**src/rtl/qic117_report_scheduler.sv**
```systemverilog
// QIC-117 report scheduler.
// Queues report requests, grants them one at a time in fixed priority
// (status first), starts the status encoder, and watches it through to
// completion. A timeout catches an encoder that never accepts a start.
// After every report a holdoff gap is enforced before the next grant.
module qic117_report_scheduler #(
    parameter int CLK_FREQ_HZ        = 200_000_000,
    parameter int HOLDOFF_US         = 100,
    parameter int START_TIMEOUT_CLKS = 16
) (
    input  logic       clk,
    input  logic       reset_n,
    input  logic       enable,
    input  logic [4:0] req,
    input  logic       abort,
    input  logic       clear_err,
    input  logic       enc_busy,
    output logic [4:0] enc_start,
    output logic       enc_enable,
    output logic       done,
    output logic [2:0] done_id,
    output logic [4:0] pending,
    output logic       active,
    output logic       start_timeout_err
);

    localparam int HOLDOFF_CLKS = (CLK_FREQ_HZ / 1_000_000) * HOLDOFF_US;
    localparam int CNT_MAX      = (HOLDOFF_CLKS > START_TIMEOUT_CLKS) ? HOLDOFF_CLKS : START_TIMEOUT_CLKS;
    localparam int CNT_W        = $clog2(CNT_MAX + 1);
    localparam logic [CNT_W-1:0] HOLDOFF_LOAD = CNT_W'(HOLDOFF_CLKS);
    localparam logic [CNT_W-1:0] TIMEOUT_LOAD = CNT_W'(START_TIMEOUT_CLKS);
    localparam logic [CNT_W-1:0] CNT_ZERO     = CNT_W'(0);
    localparam logic [CNT_W-1:0] CNT_ONE      = CNT_W'(1);

    typedef enum logic [2:0] {
        ST_IDLE      = 3'd0,
        ST_START     = 3'd1,
        ST_WAIT_BUSY = 3'd2,
        ST_WAIT_DONE = 3'd3,
        ST_HOLDOFF   = 3'd4
    } state_t;

    // Index of the lowest set bit (bit 0 = status has top priority).
    function automatic logic [2:0] lowest_index(input logic [4:0] bits);
        logic [2:0] idx;
        idx = 3'd0;
        for (int i = 4; i >= 0; i--) begin
            if (bits[i]) begin
                idx = 3'(i);
            end else begin
                idx = idx;
            end
        end
        return idx;
    endfunction

    // One-hot report select for a report index.
    function automatic logic [4:0] index_onehot(input logic [2:0] idx);
        logic [4:0] oh;
        case (idx)
            3'd0:    oh = 5'b00001;
            3'd1:    oh = 5'b00010;
            3'd2:    oh = 5'b00100;
            3'd3:    oh = 5'b01000;
            3'd4:    oh = 5'b10000;
            default: oh = 5'b00000;
        endcase
        return oh;
    endfunction

    state_t           state_r, state_s;
    logic [CNT_W-1:0] cnt_r, cnt_s;
    logic [2:0]       idx_r, idx_s;
    logic [4:0]       pending_r, pending_s;
    logic [4:0]       grant_s;
    logic [4:0]       enc_start_r, start_s;
    logic             enc_enable_r, ena_s;
    logic             done_r, done_s;
    logic [2:0]       done_id_r, done_id_s;
    logic             active_r, active_s;
    logic             err_r, err_s;
    logic             timeout_s;

    // Next-state, counter, pending bitmap and output decode.
    always_comb begin
        state_s   = state_r;
        cnt_s     = cnt_r;
        idx_s     = idx_r;
        grant_s   = 5'd0;
        start_s   = 5'd0;
        done_s    = 1'b0;
        done_id_s = done_id_r;
        ena_s     = enable;
        timeout_s = 1'b0;

        case (state_r)
            ST_IDLE: begin
                // abort in IDLE only empties the queue, so no grant either
                if (!abort && (pending_r != 5'd0) && !enc_busy) begin
                    idx_s   = lowest_index(pending_r);
                    grant_s = index_onehot(lowest_index(pending_r));
                    state_s = ST_START;
                end else begin
                    state_s = ST_IDLE;
                end
            end
            ST_START: begin
                if (abort) begin
                    ena_s   = 1'b0;
                    cnt_s   = HOLDOFF_LOAD;
                    state_s = ST_HOLDOFF;
                end else begin
                    start_s = index_onehot(idx_r);
                    cnt_s   = TIMEOUT_LOAD;
                    state_s = ST_WAIT_BUSY;
                end
            end
            ST_WAIT_BUSY: begin
                if (abort) begin
                    ena_s   = 1'b0;
                    cnt_s   = HOLDOFF_LOAD;
                    state_s = ST_HOLDOFF;
                end else if (enc_busy) begin
                    state_s = ST_WAIT_DONE;
                end else if (cnt_r == CNT_ZERO) begin
                    timeout_s = 1'b1;
                    cnt_s     = HOLDOFF_LOAD;
                    state_s   = ST_HOLDOFF;
                end else begin
                    cnt_s = cnt_r - CNT_ONE;
                end
            end
            ST_WAIT_DONE: begin
                if (abort) begin
                    ena_s   = 1'b0;
                    cnt_s   = HOLDOFF_LOAD;
                    state_s = ST_HOLDOFF;
                end else if (!enc_busy) begin
                    done_s    = 1'b1;
                    done_id_s = idx_r;
                    cnt_s     = HOLDOFF_LOAD;
                    state_s   = ST_HOLDOFF;
                end else begin
                    state_s = ST_WAIT_DONE;
                end
            end
            ST_HOLDOFF: begin
                if (cnt_r == CNT_ZERO) begin
                    state_s = ST_IDLE;
                end else begin
                    cnt_s = cnt_r - CNT_ONE;
                end
            end
            default: begin
                state_s = ST_IDLE;
                cnt_s   = CNT_ZERO;
            end
        endcase

        // a request landing on the bit being granted keeps it queued
        if (abort) begin
            pending_s = 5'd0;
        end else begin
            pending_s = (pending_r & ~grant_s) | req;
        end

        // leaving tape mode wipes everything except the sticky error
        if (!enable) begin
            state_s   = ST_IDLE;
            cnt_s     = CNT_ZERO;
            pending_s = 5'd0;
            start_s   = 5'd0;
            done_s    = 1'b0;
            timeout_s = 1'b0;
        end else begin
            state_s = state_s;
        end

        // a timeout in the same cycle as clear_err keeps the flag set
        if (timeout_s) begin
            err_s = 1'b1;
        end else if (clear_err) begin
            err_s = 1'b0;
        end else begin
            err_s = err_r;
        end

        active_s = (state_s != ST_IDLE);
    end

    // State and registered outputs.
    always_ff @(posedge clk or negedge reset_n) begin
        if (!reset_n) begin
            state_r      <= ST_IDLE;
            cnt_r        <= CNT_ZERO;
            idx_r        <= 3'd0;
            pending_r    <= 5'd0;
            enc_start_r  <= 5'd0;
            enc_enable_r <= 1'b0;
            done_r       <= 1'b0;
            done_id_r    <= 3'd0;
            active_r     <= 1'b0;
            err_r        <= 1'b0;
        end else begin
            state_r      <= state_s;
            cnt_r        <= cnt_s;
            idx_r        <= idx_s;
            pending_r    <= pending_s;
            enc_start_r  <= start_s;
            enc_enable_r <= ena_s;
            done_r       <= done_s;
            done_id_r    <= done_id_s;
            active_r     <= active_s;
            err_r        <= err_s;
        end
    end

    assign enc_start         = enc_start_r;
    assign enc_enable        = enc_enable_r;
    assign done              = done_r;
    assign done_id           = done_id_r;
    assign pending           = pending_r;
    assign active            = active_r;
    assign start_timeout_err = err_r;

endmodule
```
**config.mk**
```make
export PLATFORM = sky130hd
export DESIGN_NAME = qic117_report_scheduler
export DESIGN_NICKNAME = d
export VERILOG_FILES = /design/src/rtl/qic117_report_scheduler.sv
export SDC_FILE = /design/constraint.sdc
export NUM_CORES = 1
export LEC_CHECK = 0
export CELL_PAD_IN_SITES_DETAIL_PLACEMENT = 0
export CELL_PAD_IN_SITES_GLOBAL_PLACEMENT = 1
export CORE_MARGIN = 10
export CORE_UTILIZATION = 45
export CTS_CLUSTER_SIZE = 8
export DETAILED_ROUTE_END_ITERATION = 7
export PLACE_DENSITY_LB_ADDON = 0.15
export SLEW_MARGIN = 5
export SYNTH_ARGS = -nofsm -noshare
export SYNTH_HDL_FRONTEND = slang
export SYNTH_SLANG_ARGS = --single-unit
```
**constraint.sdc**
```tcl
create_clock -name clk -period 3.3 [get_ports clk]
set_input_delay 0.825 -clock clk [delete_from_list [all_inputs] [get_ports clk]]
set_output_delay 0.825 -clock clk [all_outputs]
set_load 0.05 [all_outputs]
```
==> flow_results.org, run 1 <==
** STA
- The number of endpoints with negative hold slack in the final report is 0.
- Setup repair after global routing missed its margin :: no
- Setup violations remaining at the end of the flow were counted as 0.
- In the final timing run, aggregate negative setup slack is 0 ns.
- Across all setup checks in the final design, the least slack found is 0.705 ns.
- Derived from the worst setup path, the maximum achievable clock frequency is 385 MHz.
- Slew of the pin with the lowest slew margin :: 0.991 ns
- Final count of pins violating max slew :: 0
- In this run the tightest slew margin relative to its limit is around 34%.
- Final worst path period share :: 78.6%
- Between clock sinks in the finished design, the worst skew comes to ~0.0087 ns.
- The tightest hold path in the finished design has a slack of 0.516 ns.
- Clock period minus final worst setup slack :: 2.59 ns

** Cells and area
- The area growth from synthesis to layout is 20.7%.
- For this run, the post-layout net count is between 200 and 300.
- Filler-free cell count of the finished design :: 298
- Fraction of final layout cells with drive strength greater than 1 :: 8.54%
- 0 antenna diodes ended up in the layout.
- Summing all non-filler instances in the final layout gives an area of ~2400 µm².
- Final core utilization :: 55.9%
- The filler cells instantiated in the layout total 399.
- Area taken by multi-input logic gates :: 1010 µm²
- Area occupied by registers :: ~950 µm²

** Worst setup path
- In this run the register-to-register setup slack is 0.97 ns.
- STA classifies the critical path endpoint as a flip-flop.
- For this design, the slowest cell found on the critical path is sky130_fd_sc_hd__clkdlybuf4s50_1.
- Worst setup path category :: in -> reg
- Data on the critical path is required at its endpoint by 3.52 ns.
- Cell depth of the worst flop-to-flop path :: 7
- Along the worst path, the maximum fanout reaches 10.
- Data on the critical path arrives at its endpoint at 2.82 ns.
- Kind of start point of the critical path :: primary input
- Endpoint of the worst-slack reg-to-reg timing path :: cnt_r[3]
- Max stage delay on crit path :: 0.55 ns
- Reg-to-Reg Start :: cnt_r[0]
- Walking the worst path, the cells encountered are clkdlybuf4s50_1 -> nor2_1 -> and3_1 -> a21oi_2 -> nor2_1 -> a22o_1.
- The cell that appears most often on the critical path is sky130_fd_sc_hd__nor2_1.

** CTS
- Clock transition at the registers of the reported paths :: 0.07 ns
- No sink is reached through more buffers than the 2 on the longest clock path.
- The clock reaches the later pin of the worst-skew pair after 0.29 ns.
- Number of sinks on the clock net :: 38
- CTS H-tree lvls :: 2
- Count of hold buffers inserted by post-cts repair :: 0
- TritonCTS created 5 clock buffers.
- The number of gates resized after CTS was 0.
- Buffer type at the clock tree root :: sky130_fd_sc_hd__clkbuf_8
- TritonCTS built the clock tree.
- Number of post-CTS setup repair buffers :: 0

** Floorplan
- Y dimension of the die :: between 80 and 90 µm
- Initial Util :: between 40% and 50%
- 28 I/O pins were placed.
- The floorplan step defined a die boundary enclosing ~7600 µm².
- Number of rows in the core area :: 24
- Die X-Extent :: about 87 µm
- Core Region :: 4350 µm²

** Synth
- Most frequently used flop master after synthesis :: sky130_fd_sc_hd__dfrtp_1
- After synthesis, the mean cell area works out to 9.46 µm².
- Summing the areas of all compound-gate instances in the mapped netlist gives 22.4% of the synthesized area.
- The most common cell in the synthesized netlist is sky130_fd_sc_hd__dfrtp_1.
- Fraction of the yosys area taken by sequential cells :: 47.2%
- The synthesized netlist devotes 0.621% of its cell area to adder and majority cells.
- Xor and xnor fraction of the mapped netlist area :: 0.435%
- Of the total synthesized cell area, the portion taken by AND, OR, NAND and NOR gates is about 25%.
- The portion of synthesized area spent on multiplexers is 1.68%.
- Counting instances in the post-synthesis netlist gives the leading cell types as sky130_fd_sc_hd__dfrtp_1, sky130_fd_sc_hd__nor2_1, sky130_fd_sc_hd__nand2_1.
- Distinct cell type count after synthesis :: 52
- Dominant combinational cell family by area after synthesis :: simple AND/OR/NAND/NOR gates
- Largest area contributor in the synthesized netlist :: sky130_fd_sc_hd__dfrtp_1
- Synthesized netlist cell count :: 213
- For this run, the number of Yosys warnings is 0.
- When the netlist entered floorplanning its net count stood at approximately 230.
- Counting flops with an async set or reset pin after synthesis yields a share of 100%.
- Largest cells by area after synthesis :: sky130_fd_sc_hd__dfrtp_1, sky130_fd_sc_hd__nor2_1, sky130_fd_sc_hd__a22o_1, sky130_fd_sc_hd__nand2_1, sky130_fd_sc_hd__a21oi_1
- Post-synthesis instance area :: roughly 2000 µm²
- The synthesized design contains 0 enable-type register cells.
- Synthesis inferred 38 register bits.
- Share of the synthesized area in the top cell type :: 47.2%

** Power
- Total leakage power :: 1.10 nW
- Across the VDD grid, the largest voltage drop is 0.175 mV.
- Pwr/cell area :: 399 nW/µm²
- Summing internal, switching and leakage power gives 0.972 mW.

** Placed design
- Area after detailed placement :: 2360 µm²
- Dpl cells :: 291
- Last weighted congestion value of the routability-driven placer :: 0.956
- HPWL reported at the end of detailed placement :: 4.12 mm
- Timing analysis after detailed placement gives a worst setup slack of 0.436 ns.
- Port buffering added 27 buffers.

** Hold path
- End of the worst hold path :: done_id[0]
- Source of the worst hold timing path :: done_id[0]
- Along the worst hold path, the cell count comes to 1.
- Min-delay worst type :: reg -> reg

** Route
- First drt pass iteration count :: 5
- Dividing the detail-routed wire length by the instance count gives 18.0 µm.
- Dividing the detail-routed via count by the number of cells gives 6.18.
- In this run, the number of DRC markers left after iteration 0 of detailed routing was 106.
- Remaining antenna violation count after routing :: 0
- Wires add up to around 5.4 mm.
- Post-detailed-route DRC marker count :: 0
- Via count of the routed design :: 1842

** Global routing
- The first global-routing pass estimated just under 9 mm of wire.
- Total track usage :: 14.5%
- Pin count of the biggest net entering global routing :: 23
- Remaining global-route overflow :: 0
- Via count of the first global-routing pass :: roughly 1800
- The number of antenna violations at the first check in global routing came to 0.

** Status
- The run finished with clean final reports.

** Flow run
- Max-cap violations :: 0
[cell families (layout without fill, tap and decap cells)]
logic type,count (synthesis),in the layout
buffers and inverters,14,47
and+or+nand+nor,91,91
adders and majority gates,1,1
DFF,38,38
xor gates and xnor gates,1,1
AOI/OAI and AO/OA,65,65
muxes,3,3
[critical path: cells and delay by family]
| kind | cells | cell delay [ns] |
|---|---|---|
| AO/OA/AOI/OAI | 2 | 0.36 |
| buffers and inverters | 1 | 0.55 |
| AND/OR/NAND/NOR | 3 | 1.08 |
[power by group]
| part | switching (mW) | leakage (nW) | total [mW] | internal (mW) |
|---|---|---|---|---|
| registers | 0.0259 | 0.522 | 0.508 | 0.482 |
| logic | 0.105 | 0.538 | 0.168 | 0.0633 |
| clock network | 0.150 | 0.0383 | 0.296 | 0.145 |
[placed cells by master, fill, tap and decap left out, drive strengths merged, types with 2 or more instances in the layout]
cell type	netlist	layout
dfrtp	38	38
nor2	28	28
clkdlybuf4s50	0	27
o21ai	19	19
nand2	17	17
a21oi	13	13
inv	10	10
a22o	8	8
nor4	8	8
clkbuf	3	7
nand3	5	5
nor2b	4	4
and3	4	4
nor3	4	4
or2	4	4
nand2b	3	3
mux2	3	3
buf	1	3
nor4b	3	3
o32ai	3	3
nand3b	2	2
a21o	2	2
or4	2	2
a211o	2	2
o2bb2ai	2	2
o221ai	2	2
o41ai	2	2
a221o	2	2
[cell type report]
type,count,share of cell area (%)
Inverter,10,1.54
Tap cell,52,2.67
Timing Repair Buffer,30,12.0
Clock buffer,7,3.14
Sequential cell,38,39.1
Multi-Input combinational cell,161,41.5
[per-layer routing]
layer  GRT usage, %  wire (µm)  vias to the layer above
met4           4.42         58                        0
li1               -          -                      867
met5              0          0                        -
met1           16.8       2210                      912
met2           25.4       2700                       55
met3           3.93        385                        8
[registers in the layout, summed over array words and instances (netlist names)]
| name | flops |
|---|---|
| pending | 5 |
| enc_start | 5 |
| done_id | 3 |
| enc_enable | 1 |
| active | 1 |
| state_r | 3 |
| done | 1 |
| idx_r | 3 |
| cnt_r | 15 |
| start_timeout_err | 1 |
[how the worst max path moves through the flow]
stage          startpoint        to  slack [ns]  cells after the start
6_report            abort  cnt_r[3]        0.71                      6
5_1_grt             abort  cnt_r[3]        0.48                      6
3_3_place_gp        abort  cnt_r[7]        0.48                      6
3_5_place_dp        abort  cnt_r[3]        0.44                      6
4_1_cts             abort  cnt_r[3]        0.73                      6
2_1_floorplan       abort  cnt_r[3]        1.04                      6
Note: power is estimated with default switching activity, not from simulation.
==> inputs of run 2 (changes only) <==
- CORE_UTILIZATION: 45 -> 41
- clock period: 3.3 -> 2.7 ns (I/O delays scaled with it)
==> flow_results.org, run 2 (synthesized netlist as in run 1, its figures left out) <==
** Placed design
- HPWL reported at the end of detailed placement :: 3.77 mm
- Dpl cells :: 313
- Timing analysis after detailed placement gives a worst setup slack of 0.141 ns.
- Last weighted congestion value of the routability-driven placer :: 0.865
- Input/output buffers :: 27

** Worst setup path
- Worst R2R Setup Slack :: 0.32 ns
- Critical path fanouts, max :: 10
- CP required :: 2.88 ns
- Cell depth of the worst flop-to-flop path :: 7
- Kind of start point of the critical path :: flip-flop
- STA classifies the critical path endpoint as a flip-flop.
- The worst setup path is of the reg -> reg kind.
- Tracing the worst setup path back leads to its startpoint at cnt_r[0].
- STA puts the critical path data arrival time at around 2.6 ns.
- Endpoint of the worst-slack reg-to-reg timing path :: cnt_r[7]
- The worst register-to-register path begins at cnt_r[0].

** STA
- PnR worst setup slack :: 0.316 ns
- Setup violations remaining at the end of the flow were counted as 0.
- The final number of max-transition violations was 0.
- The final critical path takes up approximately nine tenths of the cycle.
- Based on the critical path, the design can be clocked at up to 419 MHz.
- In the final timing run, aggregate negative setup slack is 0 ns.
- Slew HR :: 43.1%
- At the pin with the least slew margin, the transition time is 0.853 ns.
- Hold violation count in the final report :: 0
- For the finished layout, the period the worst path requires is 2.38 ns.
- Setup repair after global routing left no endpoint under its margin.
- Across the routed clock network, the largest skew measured is 0.00535 ns.

** Power
- For this design the static power due to leakage is 1.14 nW.
- In this run, the clock network consumes between 30% and 40% of the power.
- For this design the ratio of total power to cell area is 480 nW/µm².
- Switching power of the nets :: 0.355 mW
- Combinational Power Share :: 17.5%
- Sequential power share :: 51.6%
- Internal portion of total power :: 0.845 mW
- Maximum resistive drop on vdd :: 0.205 mV
- Switching part of the total :: 29.6%

** Route
- Across all layers, the routed design uses approximately 1800 vias.
- In this run, the number of DRC markers left after iteration 0 of detailed routing was 135.
- For this block, the routed nets add up to 5.10 mm of wire.
- In the routed design, unresolved DRC markers number 0.
- After detailed routing, the average wire length per cell comes to 15.9 µm.
- First drt pass iteration count :: 4
- Number of vias per cell :: 5.51
- Once detail routing completed, the nets flagged for antenna violations numbered 0.

** Hold path
- Min-delay worst type :: in -> async

** CTS
- In this run, post-CTS hold repair placed 0 buffers.
- The H-tree was split into 2 levels.
- At the later pin of the worst-skew pair, clock insertion delay measures 0.29 ns.
- CTS placed an instance of sky130_fd_sc_hd__clkbuf_8 at the clock tree root.
- The clock net in this run drives a total of 38 sinks.
- Post-CTS Resized :: 0
- Bufs on Longest Clock Path :: 2
- Number of post-CTS setup repair buffers :: 0
- Number of buffers created by CTS :: 5
- Clock transition at the registers of the reported paths :: about 0.07 ns
- TritonCTS clock tree :: built

** Cells and area
- Summing all multi-input logic gate instances after layout gives 1010 µm².
- Counting flops per register, the top entry is cnt_r.
- In the final layout, flip-flops and latches occupy 951 µm².
- Total inserted antenna cells :: 0
- Fraction of final layout cells with drive strength greater than 1 :: around an eighth
- Commonest non-fill, non-tap cell in the layout :: sky130_fd_sc_hd__dfrtp_1
- Counting the fill cells in the layout gives 451.
- Layout-stage area growth over the synthesis result :: 24.1%
- The finished layout holds 320 standard cells, fillers aside.
- Final core utilization :: 52.6%
- Number of flip-flops under the largest register name :: 15
- Number of nets in the finished design :: 265
- Commonest non-fill, non-tap cells in the layout :: sky130_fd_sc_hd__dfrtp_1, sky130_fd_sc_hd__nor2_1, sky130_fd_sc_hd__clkdlybuf4s50_1

** Status
- The run finished with clean final reports.

** Floorplan
- Core Region :: 4750 µm²
- The die is around 90 µm tall.
- Number of I/O pins :: 28
- Row generation in the floorplan step produced 25 rows.
- Initial Util :: 42.4%
- Die area :: 8120 µm²
- Die X-Extent :: 90.1 µm

** Global routing
- For this run the aggregate overflow at the end of global routing stands at 0.
- The number of global-route vias before repair is 1742.
- Wire length of the first global-routing pass :: between 8 and 9 mm
- Pin count of the biggest net entering global routing :: 39
- Total track usage :: a little over an eighth
- The number of antenna violations at the first check in global routing is 0.

** Flow run
- Max-cap violations in this run came to 0.
-- run 2: power groups by stage --
stage	registers (mW)	logic, mW	clock network, mW
2_1_floorplan	0.642	0.110	0
3_3_place_gp	0.630	0.211	0
3_5_place_dp	0.630	0.210	0
4_1_cts	0.619	0.211	0.385
5_1_grt	0.625	0.234	0.416
6_report	0.620	0.210	0.370
-- run 2: worst max-delay path: stages (launching register included) --
cell and delay, ns:
sky130_fd_sc_hd__dfrtp_1 0.43, sky130_fd_sc_hd__inv_1 0.08, sky130_fd_sc_hd__ha_1 0.25, sky130_fd_sc_hd__nor4b_2 0.37
sky130_fd_sc_hd__nand4_2 0.26, sky130_fd_sc_hd__a21oi_2 0.43, sky130_fd_sc_hd__nor2_1 0.20, sky130_fd_sc_hd__a22o_1 0.24
-- run 2: final cells by class --
type,count,share of cell area [%]
multi-input combinational,161,40.4
sequential,38,38.0
timing repair buffer,37,13.6
tap,67,3.35
clock buffer,5,2.75
inverter,10,1.50
clock inverter,2,0.400
-- run 2: stage by stage --
step	area (µm²)	hold slack (ns)	power, mW
6_report	2500	0.489	1.20
5_1_grt	2500	0.531	1.28
4_1_cts	2500	0.515	1.22
3_5_place_dp	2420	0.499	0.840
3_3_place_gp	2420	0.492	0.841
2_1_floorplan	2020	0.379	0.753
-- run 2: how the worst max path moves through the flow --
stage	end	slack, ns	cells after the start
floorplan	cnt_r[3]	0.59	6
global placement	cnt_r[7]	0.21	6
detailed placement	cnt_r[7]	0.14	6
CTS	cnt_r[7]	0.33	7
global route	cnt_r[3]	0.09	7
finish	cnt_r[7]	0.32	7
-- run 2: metal layers --
metal	part of all wire (%)	wire length, µm	vias up	global-route usage, %
li1	-	-	877	-
met1	52	2630	839	18.5
met2	43	2170	38	18.5
met3	4.3	219	9	3.66
met4	1.6	80	0	5.70
met5	0	0	-	0
==> inputs of run 3 (changes only) <==
- HOLD_SLACK_MARGIN: default -> 0.15
- SKIP_CTS_REPAIR_TIMING: default -> 1
==> results of run 3 <==
The final DEF is identical to that of run 2; final timing and power are the same.
